$ cat config.mk
export PLATFORM = sky130hd
export DESIGN_NAME = al_key_buffer_flat
export DESIGN_NICKNAME = d
export VERILOG_FILES = /design/src/rtl/al_key_buffer_pkg.sv /design/src/rtl/al_key_buffer_if.sv /design/src/rtl/al_kp_to_bcd.sv /design/src/rtl/al_key_buffer.sv /design/src/flat_wrapper.sv
export SDC_FILE = /design/constraint.sdc
export NUM_CORES = 1
export LEC_CHECK = 0
export ABC_CLOCK_PERIOD_IN_PS = 3400
export BUFFER_PORTS_ARGS = -buffer_cell sky130_fd_sc_hd__buf_4
export CAP_MARGIN = 20
export CELL_PAD_IN_SITES_DETAIL_PLACEMENT = 1
export CELL_PAD_IN_SITES_GLOBAL_PLACEMENT = 2
export CORE_UTILIZATION = 35
export DETAILED_ROUTE_END_ITERATION = 7
export PLACE_DENSITY = 0.83
export SLEW_MARGIN = 20
export SYNTH_ARGS = -nofsm -noshare
export SYNTH_HDL_FRONTEND = slang
export SYNTH_HIERARCHICAL = 1
export SYNTH_SLANG_ARGS = --single-unit
$ cat constraint.sdc
create_clock -name clk256 -period 3.4 [get_ports clk256]
set_clock_uncertainty 0.2 [all_clocks]
set_input_delay 0.17 -clock clk256 [delete_from_list [all_inputs] [get_ports clk256]]
set_output_delay 0.17 -clock clk256 [all_outputs]
set_load 0.005 [all_outputs]
$ cat src/rtl/al_key_buffer_pkg.sv
// Shared definitions for the alarm-clock key buffer: keypad codes, FSM states, BCD limits.
// With AL_KEYBUF_12HR_EN defined, the time validity check follows 12-hour rules.
package al_key_buffer_pkg;

    localparam logic [7:0] KP_0            = 8'h30;
    localparam logic [7:0] KP_1            = 8'h31;
    localparam logic [7:0] KP_2            = 8'h32;
    localparam logic [7:0] KP_3            = 8'h33;
    localparam logic [7:0] KP_4            = 8'h34;
    localparam logic [7:0] KP_5            = 8'h35;
    localparam logic [7:0] KP_6            = 8'h36;
    localparam logic [7:0] KP_7            = 8'h37;
    localparam logic [7:0] KP_8            = 8'h38;
    localparam logic [7:0] KP_9            = 8'h39;
    localparam logic [7:0] KP_STAR         = 8'h2A;
    localparam logic [7:0] KP_MINUS        = 8'h2D;
    localparam logic [7:0] KP_KEY_RELEASED = 8'h00;
    localparam logic [7:0] KP_INVALID      = 8'hFF;

    typedef enum logic [1:0] {
        ST_IDLE   = 2'd0,
        ST_COMMIT = 2'd1,
        ST_CLEAR  = 2'd2
    } state_t;

    localparam logic [2:0] DIGITS_MAX = 3'd4;
    localparam logic [3:0] LIM_MS_MIN = 4'd5;
`ifdef AL_KEYBUF_12HR_EN
    localparam logic [3:0] LIM_MS_HR_12 = 4'd1;
    localparam logic [3:0] LIM_LS_HR_12 = 4'd2;
`else
    localparam logic [3:0] LIM_MS_HR_24 = 4'd2;
    localparam logic [3:0] LIM_LS_HR_24 = 4'd3;
`endif

    function automatic logic time_valid(input logic [3:0] ms_hr,
                                        input logic [3:0] ls_hr,
                                        input logic [3:0] ms_min,
                                        input logic [2:0] count);
        logic hr_ok;
`ifdef AL_KEYBUF_12HR_EN
        hr_ok = ((ms_hr == 4'd0) && (ls_hr != 4'd0)) ||
                ((ms_hr == LIM_MS_HR_12) && (ls_hr <= LIM_LS_HR_12));
`else
        hr_ok = (ms_hr < LIM_MS_HR_24) ||
                ((ms_hr == LIM_MS_HR_24) && (ls_hr <= LIM_LS_HR_24));
`endif
        return (count != 3'd0) && hr_ok && (ms_min <= LIM_MS_MIN);
    endfunction

endpackage

$ cat src/rtl/al_key_buffer_if.sv
// Controller-facing bundle of the key buffer: strobes and key code in, buffer/alarm view out.
// The pm/alarm_pm pair exists only when AL_KEYBUF_12HR_EN is defined.
interface al_key_buffer_if;
    logic [7:0] key;
    logic       alc_shift;
    logic       load_alarm;
    logic       load_new_time;
    logic       clear;
    logic [3:0] key_ms_hr, key_ls_hr, key_ms_min, key_ls_min;
    logic [2:0] digit_count;
    logic       buffer_valid;
    logic [3:0] alarm_ms_hr, alarm_ls_hr, alarm_ms_min, alarm_ls_min;
    logic       new_time_strobe;
    logic       load_error;
`ifdef AL_KEYBUF_12HR_EN
    logic       pm;
    logic       alarm_pm;
`endif

    modport master (
        output key, alc_shift, load_alarm, load_new_time, clear,
`ifdef AL_KEYBUF_12HR_EN
        output pm,
        input  alarm_pm,
`endif
        input  key_ms_hr, key_ls_hr, key_ms_min, key_ls_min, digit_count, buffer_valid,
        input  alarm_ms_hr, alarm_ls_hr, alarm_ms_min, alarm_ls_min,
        input  new_time_strobe, load_error
    );

    modport slave (
        input  key, alc_shift, load_alarm, load_new_time, clear,
`ifdef AL_KEYBUF_12HR_EN
        input  pm,
        output alarm_pm,
`endif
        output key_ms_hr, key_ls_hr, key_ms_min, key_ls_min, digit_count, buffer_valid,
        output alarm_ms_hr, alarm_ls_hr, alarm_ms_min, alarm_ls_min,
        output new_time_strobe, load_error
    );
endinterface

$ cat src/rtl/al_kp_to_bcd.sv
// Keypad code to BCD digit decoder; also used by the display path.
module al_kp_to_bcd
    import al_key_buffer_pkg::*;
(
    input  logic [7:0] key,
    output logic [3:0] digit,
    output logic       is_digit
);
    assign is_digit = (key >= KP_0) && (key <= KP_9);
    // Digit codes start on a nibble boundary, so the low nibble is the value.
    assign digit    = is_digit ? key[3:0] : 4'd0;
endmodule

$ cat src/rtl/al_key_buffer.sv
// Alarm-clock key buffer: HH:MM digit entry, range check, alarm register, new-time strobe.
// AL_KEYBUF_12HR_EN selects 12-hour validity and adds the latched alarm_pm bit.
module al_key_buffer
    import al_key_buffer_pkg::*;
#(
    parameter logic [7:0] ALARM_RESET_HR  = 8'h00,
    parameter logic [7:0] ALARM_RESET_MIN = 8'h00
) (
    input  logic            clk256,
    input  logic            reset,
    al_key_buffer_if.slave  kb
);
    localparam logic [15:0] ALARM_RESET = {ALARM_RESET_HR, ALARM_RESET_MIN};

    state_t     state_q, state_d;
    logic       shift_prev_q, alarm_prev_q, time_prev_q;
    logic       shift_ev, alarm_ev, time_ev;
    logic       commit_ev, do_shift, buf_zero;
    logic       commit_alarm_q, commit_ok_q;
    logic [3:0] buf_q   [4];
    logic [3:0] alarm_q [4];
    logic [2:0] count_q;
    logic [3:0] key_digit;
    logic       key_is_digit;
    logic       buf_valid;
    logic       in_commit;

    al_kp_to_bcd u_kp_to_bcd (
        .key      (kb.key),
        .digit    (key_digit),
        .is_digit (key_is_digit)
    );

    assign shift_ev = kb.alc_shift     & ~shift_prev_q;
    assign alarm_ev = kb.load_alarm    & ~alarm_prev_q;
    assign time_ev  = kb.load_new_time & ~time_prev_q;

    always_ff @(posedge clk256) begin
        if (reset) begin
            shift_prev_q <= 1'b0;
            alarm_prev_q <= 1'b0;
            time_prev_q  <= 1'b0;
            state_q      <= ST_IDLE;
        end else begin
            shift_prev_q <= kb.alc_shift;
            alarm_prev_q <= kb.load_alarm;
            time_prev_q  <= kb.load_new_time;
            state_q      <= state_d;
        end
    end

    // Clear outranks everything; loads outrank shift; events outside IDLE are dropped.
    always_comb begin
        state_d   = state_q;
        commit_ev = 1'b0;
        do_shift  = 1'b0;
        buf_zero  = 1'b0;
        if (kb.clear) begin
            state_d  = ST_IDLE;
            buf_zero = 1'b1;
        end else begin
            case (state_q)
                ST_IDLE: begin
                    if (alarm_ev || time_ev) begin
                        commit_ev = 1'b1;
                        state_d   = ST_COMMIT;
                    end else if (shift_ev && key_is_digit) begin
                        do_shift = 1'b1;
                    end
                end
                ST_COMMIT: begin
                    state_d  = ST_CLEAR;
                    buf_zero = 1'b1;
                end
                ST_CLEAR: state_d = ST_IDLE;
                default:  state_d = ST_IDLE;
            endcase
        end
    end

    always_ff @(posedge clk256) begin
        if (reset) begin
            commit_alarm_q <= 1'b0;
            commit_ok_q    <= 1'b0;
        end else if (commit_ev) begin
            commit_alarm_q <= alarm_ev;
            commit_ok_q    <= buf_valid;
        end
    end

    always_ff @(posedge clk256) begin
        if (reset || buf_zero) begin
            count_q <= 3'd0;
        end else if (do_shift && (count_q != DIGITS_MAX)) begin
            count_q <= count_q + 3'd1;
        end
    end

    // Index 3 is ms_hr, index 0 is ls_min; new digits enter at index 0.
    for (genvar gi = 0; gi < 4; gi++) begin : g_digit
        always_ff @(posedge clk256) begin
            if (reset || buf_zero) begin
                buf_q[gi] <= 4'd0;
            end else if (do_shift) begin
                if (gi == 0) buf_q[gi] <= key_digit;
                else         buf_q[gi] <= buf_q[(gi == 0) ? 0 : gi - 1];
            end
        end

        always_ff @(posedge clk256) begin
            if (reset) begin
                alarm_q[gi] <= ALARM_RESET[gi*4 +: 4];
            end else if (commit_ev && alarm_ev && buf_valid) begin
                alarm_q[gi] <= buf_q[gi];
            end
        end
    end

`ifdef AL_KEYBUF_12HR_EN
    logic alarm_pm_q;
    always_ff @(posedge clk256) begin
        if (reset) begin
            alarm_pm_q <= 1'b0;
        end else if (commit_ev && alarm_ev && buf_valid) begin
            alarm_pm_q <= kb.pm;
        end
    end
    assign kb.alarm_pm = alarm_pm_q;
`endif

    assign buf_valid = time_valid(buf_q[3], buf_q[2], buf_q[1], count_q);
    assign in_commit = (state_q == ST_COMMIT) && !kb.clear;

    assign kb.key_ms_hr       = buf_q[3];
    assign kb.key_ls_hr       = buf_q[2];
    assign kb.key_ms_min      = buf_q[1];
    assign kb.key_ls_min      = buf_q[0];
    assign kb.digit_count     = count_q;
    assign kb.buffer_valid    = buf_valid;
    assign kb.alarm_ms_hr     = alarm_q[3];
    assign kb.alarm_ls_hr     = alarm_q[2];
    assign kb.alarm_ms_min    = alarm_q[1];
    assign kb.alarm_ls_min    = alarm_q[0];
    assign kb.new_time_strobe = in_commit && !commit_alarm_q && commit_ok_q;
    assign kb.load_error      = in_commit && !commit_ok_q;

endmodule

$ cat src/flat_wrapper.sv
// flat-port wrapper written by rule: the top's interface ports become plain ports
module al_key_buffer_flat import al_key_buffer_pkg::*;
#(
    parameter logic [7:0] ALARM_RESET_HR  = 8'h00,
    parameter logic [7:0] ALARM_RESET_MIN = 8'h00
)
  (clk256, reset, kb_key, kb_alc_shift, kb_load_alarm, kb_load_new_time, kb_clear, kb_key_ms_hr, kb_key_ls_hr, kb_key_ms_min, kb_key_ls_min, kb_digit_count, kb_buffer_valid, kb_alarm_ms_hr, kb_alarm_ls_hr, kb_alarm_ms_min, kb_alarm_ls_min, kb_new_time_strobe, kb_load_error);
  al_key_buffer_if kb_i ();
  input  logic clk256;
  input  logic reset;
  input wire logic [$bits(kb_i.key)-1:0] kb_key;
  input wire logic [$bits(kb_i.alc_shift)-1:0] kb_alc_shift;
  input wire logic [$bits(kb_i.load_alarm)-1:0] kb_load_alarm;
  input wire logic [$bits(kb_i.load_new_time)-1:0] kb_load_new_time;
  input wire logic [$bits(kb_i.clear)-1:0] kb_clear;
  output wire logic [$bits(kb_i.key_ms_hr)-1:0] kb_key_ms_hr;
  output wire logic [$bits(kb_i.key_ls_hr)-1:0] kb_key_ls_hr;
  output wire logic [$bits(kb_i.key_ms_min)-1:0] kb_key_ms_min;
  output wire logic [$bits(kb_i.key_ls_min)-1:0] kb_key_ls_min;
  output wire logic [$bits(kb_i.digit_count)-1:0] kb_digit_count;
  output wire logic [$bits(kb_i.buffer_valid)-1:0] kb_buffer_valid;
  output wire logic [$bits(kb_i.alarm_ms_hr)-1:0] kb_alarm_ms_hr;
  output wire logic [$bits(kb_i.alarm_ls_hr)-1:0] kb_alarm_ls_hr;
  output wire logic [$bits(kb_i.alarm_ms_min)-1:0] kb_alarm_ms_min;
  output wire logic [$bits(kb_i.alarm_ls_min)-1:0] kb_alarm_ls_min;
  output wire logic [$bits(kb_i.new_time_strobe)-1:0] kb_new_time_strobe;
  output wire logic [$bits(kb_i.load_error)-1:0] kb_load_error;
  assign kb_i.key = kb_key;
  assign kb_i.alc_shift = kb_alc_shift;
  assign kb_i.load_alarm = kb_load_alarm;
  assign kb_i.load_new_time = kb_load_new_time;
  assign kb_i.clear = kb_clear;
  assign kb_key_ms_hr = kb_i.key_ms_hr;
  assign kb_key_ls_hr = kb_i.key_ls_hr;
  assign kb_key_ms_min = kb_i.key_ms_min;
  assign kb_key_ls_min = kb_i.key_ls_min;
  assign kb_digit_count = kb_i.digit_count;
  assign kb_buffer_valid = kb_i.buffer_valid;
  assign kb_alarm_ms_hr = kb_i.alarm_ms_hr;
  assign kb_alarm_ls_hr = kb_i.alarm_ls_hr;
  assign kb_alarm_ms_min = kb_i.alarm_ms_min;
  assign kb_alarm_ls_min = kb_i.alarm_ls_min;
  assign kb_new_time_strobe = kb_i.new_time_strobe;
  assign kb_load_error = kb_i.load_error;
  al_key_buffer #(.ALARM_RESET_HR(ALARM_RESET_HR), .ALARM_RESET_MIN(ALARM_RESET_MIN)) u_core (.clk256(clk256), .reset(reset), .kb(kb_i));
endmodule
* Yosys cells after proc, flatten, opt, wreduce, memory -nomap -nowiden
Memories as Yosys holds them, arrays and structs flattened. Index checks and enable logic that the tools add are counted.
Cells by class: reductions and logical operators 21, magnitude comparators 5, $add $sub $neg 1, bitwise logic cells 14, equal/unequal tests 4, muxes and demuxes 30
Operator list (number):
- 2-to-1 mux 4 bit | 9
- 2-to-1 mux 1 bit | 19
- logical AND 1 bit | 12
- greater-or-equal comparator 8 x 6 -> 1 bit (second input constant) | 1
- less-or-equal comparator 8 x 6 -> 1 bit (second input constant) | 1
- bitwise OR 1 bit | 8
- equality test 4 x 2 -> 1 bit (second input constant) | 1
- less-or-equal comparator 4 x 2 -> 1 bit (second input constant) | 1
- less-or-equal comparator 4 x 3 -> 1 bit (second input constant) | 1
- less-than comparator 4 x 2 -> 1 bit (second input constant) | 1
- case mux 2 bit (2 select lines) | 1
- adder 3 x 1 -> 3 bit (second input constant) | 1
- AND 1 bit | 3
- zero test 1 bit | 3
- logical OR 1 bit | 3
- inequality test 3 bit (second input constant) | 1
- NOT 1 bit | 3
- nonzero test 3 bit | 1
- equality test 2 x 1 -> 1 bit (second input constant) | 1
- zero test 2 bit | 1
- 2-to-1 mux 2 bit | 1
- inequality test 2 x 1 -> 1 bit (second input constant) | 1
- OR reduction 2 bit | 1
Storage, ports and cells: register bits after elaboration 10, RAM bits 32, memories kept 2, logic and storage cells 84, input bits 14
Memory list:
- u_core.alarm_q | depth 4, bits a word 4, rd ports 4, clocked after memory_dff 0, write ports 4, line al_key_buffer.sv:21 | logic [3:0] alarm_q [4];
- u_core.buf_q | depth 4, bits a word 4, rd ports 4, clocked after memory_dff 0, write ports 4, line al_key_buffer.sv:20 | logic [3:0] buf_q [4];

* Longest topological paths before layout
depth after elaboration 12, gate-level depth with buffers 7, mapped depth without buffers 7

* Cells and area by module
Netlist, hierarchy kept.
Modules (own cells, without submodules):
- al_key_buffer | instances 1, cells each 123, area each 1682.9 um2
- al_kp_to_bcd | instances 1, cells each 9, area each 81.3 um2

* Worst setup path before layout
No wires, ideal clock.
kind register -> register, start register u_core.count_q[0] (netlist: u_core/kb.digit_count[0]), end memory u_core.alarm_q[0][0] (enable), setup slack 1113 ps, setup time 392 ps, stages on the path, launching flop included 6, arrival time 1695 ps, data required time 2808 ps, clock period less this slack 2287 ps, path through dfxtp_1 inv_1 ha_1 inv_1 o2111ai_1 o21bai_1
RTL lines:
- from (decl) | line al_key_buffer.sv:22 | logic [2:0] count_q;
- from (signal assigned) | line al_key_buffer.sv:95 | count_q <= count_q + 3'd1;
- to (decl) | line al_key_buffer.sv:21

==> flow_summary.ini <==
[synthesis]
synth_top_area_frac = 0.5447
synthFlopType = edfxtp_1
synth_cell_types = 35
yosys_warnings = 6
yosys-top-cells-area = edfxtp_1 54%, dfxtp_1 11%, and3_1 5.3%
synth.avg_cell_area_um2 = 13.37
synth_cells = 132
synth_edf_count = 32
synthTopCellsByCount = 32 x edfxtp_1, 15 x and3_1, 10 x dfxtp_1
netlist_area_um2 = 1764
ys_async_sr_fraction = 0
synth_top_area_cell = edfxtp_1
ys_seq_area_frac = 0.6582
synthMostInstantiatedCell = edfxtp_1
yosys_register_bits = 42

[power_and_ir_drop]
clock_power_share = 0.362
cellPowerDensity_nw_per_um2 = 432.6
pwr-share-comb = 0.079
switchingPower_uw = 204.7
leakage_uw = 0.001092
p_int_uw = 836.6
ir_worst_vdd_mv = 0.2269
seq_power_share = 0.559
swShare = 0.1966

[sta]
fin_crit_ns = 2.418
tightest_slew_ns = 0.7856
hold_ws_ns = 0.04510
max_freq_mhz = 413.6
final_hold_viol_count = 0
maxSlewHeadroom = 0.4763
finalSetupViolations = 0
min_period_over_period = 0.7112
rsz0062_at_grt = no
slew_viol_final = 0
finalSetupTns_ns = 0

[critical_path]
cp.arrival_ns = 2.13
rr_startpoint = u_core/state_q[0]
required_ns = 3.11
endpoint_kind = register
timing.critical_path.buf_inv = 3
critical_path.slowest_cell = nand2b_1
endpoint = u_core/buf_q[0][3]
cp_common_cell = buf_4
worstPathCellList = dlygate4sd3_1 -> buf_4 -> nor2b_4 -> nor4b_2 -> buf_4 -> nand2b_1
cp_max_fo = 20
crit_type = primary input to register
rr_endpoint = u_core/buf_q[0][3]
start_kind = primary input
cp_top_family = simple AND/OR/NAND/NOR gates
rrSetupSlack_ns = 1.16
critical-path-max-stage-delay_ns = 0.64
reg2regPathDepth = 4
startpoint = kb_load_alarm
worstSetupPathDepth = 6

[placement]
dp_cells = 249
place_area_um2 = 2231
io_buffer_count = 51
gp_congestion = 0.6853
dp_hpwl_mm = 2.772

[route]
drt_iter0_markers = 50
drt_wl_total_mm = 3.807
wire_per_inst_um = 14.42
vias = 1230
via_per_inst = 4.659
ant_nets = 0
drtPass1Iterations = 4
drc = 0

[global_routing]
grt_max_degree = 23
antenna_found_initial = 0
met1_usage = 0.1649
busiest_layer = met2
grt-ovfl-total = 0
grt_pass1_vias = 1303
gr-usage-met2 = 0.2901
grt_first_pass_wirelength_mm = 6.037
met3_usage = 0.03039
grt_usage = 0.1528

[die]
initial_core_util = 0.3686
dieWidth_um = 73.00
num_rows = 25
coreArea_um2 = 4786
io_pins = 52
die_y_um = 73.00
die-area_um2 = 5328

[run_status]
status = complete, no violations

[final_layout]
multiInputGateArea_um2 = 558.0
final_cells = 264
syn2layout_area_growth_pct = 36.45
drive_gt1_frac = 0.3858
n_antenna_cell = 0
regArea_um2 = 1161
fin_nets = 212
nFillCells = 516
stdcell_area_um2 = 2407

[clock_tree]
htree_levels = 2
cts.sinks = 42
clk_pin_slew_ns = 0.07
cts_buffers = 5
cts_buffer_depth = 2
cts_tree = yes
cts-root-buf = clkbuf_8
insertion_delay_ns = 0.28
post_cts_resize_count = 0
cts_setup_buffers = 0

[job]
drv_cap = 0

[hold_path]
min_path_type = primary input to register
-- cells by family (layout without fill, tap and decap cells) --
group,Yosys count,in the layout,share of synthesized area
muxes,3,3,0.01702
adders and majority gates,2,2,0.01418
AOI/OAI and AO/OA,8,8,0.03191
buffers and inverters,12,75,0.03262
DFF,42,42,0.6582
other,1,3,0.002126
and+or+nand+nor,64,64,0.2440
-- final cells by class --
cell class | instances | area share
Sequential cell | 42 | 0.4823
Multi-Input combinational cell | 80 | 0.2318
Timing Repair Buffer | 61 | 0.1975
Tap cell | 67 | 0.03482
Clock buffer | 7 | 0.03170
Clock inverter | 1 | 0.01247
Inverter | 6 | 0.009356
-- worst min-delay path: cells and delay by family --
kind	cells	cell delay [ns]
buf+inv	1	0.10
simple gates	2	0.21
-- layout by cell type (no fill, tap or decap), types with 2 or more instances in the layout --
cell / synthesis / routed
inv_1: 6 / 6
ha_1: 2 / 2
conb_1: 1 / 3
nor3_1: 3 / 2
dfxtp_1: 10 / 10
and2_2: 6 / 6
nand2_1: 8 / 8
a21oi_1: 3 / 3
edfxtp_1: 32 / 32
clkbuf_1: 3 / 2
nand2b_1: 2 / 2
nor3_2: 2 / 3
clkbuf_8: 0 / 5
dlygate4sd3_1: 0 / 7
mux2i_1: 3 / 3
nor2_1: 4 / 4
and2_1: 7 / 7
nor2b_1: 5 / 5
nor3b_1: 3 / 3
buf_4: 1 / 54
and3_1: 15 / 15
-- flip-flops by register name, summed over array words and instances, names as in the netlist --
signal                 flops
u_core/state_q             2
u_core/commit_alarm_q      1
u_core/shift_prev_q        1
u_core/time_prev_q         1
u_core/alarm_prev_q        1
u_core/alarm_q            16
u_core/commit_ok_q         1
u_core/buf_q              16
u_core/kb.digit_count      3
-- metal layers --
metal | routed length [um] | vias to the layer above
li1 | - | 590
met1 | 1555 | 592
met2 | 2025 | 46
met3 | 202 | 2
met4 | 25 | 0
met5 | 0 | -
-- timing repair --
action | in CTS | in global routing
hold buffers | 7 | 0
endpoints found under the hold margin | 7 | 0
endpoints found under the setup margin | 0 | 0
-- how the worst min path moves through the flow --
stage	end	start	cells after the start
global route	u_core/state_q[1]	kb_clear	3
global placement	u_core/time_prev_q	kb_load_new_time	2
finish	u_core/state_q[1]	kb_clear	3
floorplan	u_core/alarm_prev_q	kb_load_alarm	1
detailed placement	u_core/time_prev_q	kb_load_new_time	2
CTS	u_core/state_q[1]	kb_clear	3
-- per-stage QoR --
stage / util / setup slack [ns] / total power, uW
after CTS: 0.5030 / 0.9907 / 1056
after global placement: 0.4661 / 1.020 / 667.3
after global routing: 0.5030 / 0.8687 / 1079
after floorplan: - / 1.113 / 620.4
after detailed placement: 0.4661 / 0.8713 / 672.1
final: 0.5030 / 0.9821 / 1041
-- power by group through the flow --
stage	clock network (uW)	logic [uW]	registers, uW
after floorplan	0	27.3	593
after global placement	0	73.5	594
after detailed placement	0	77.1	595
after CTS	389	83.4	583
after global routing	405	89.2	585
final	377	82.2	583
Power figures use the tool's default switching activity.
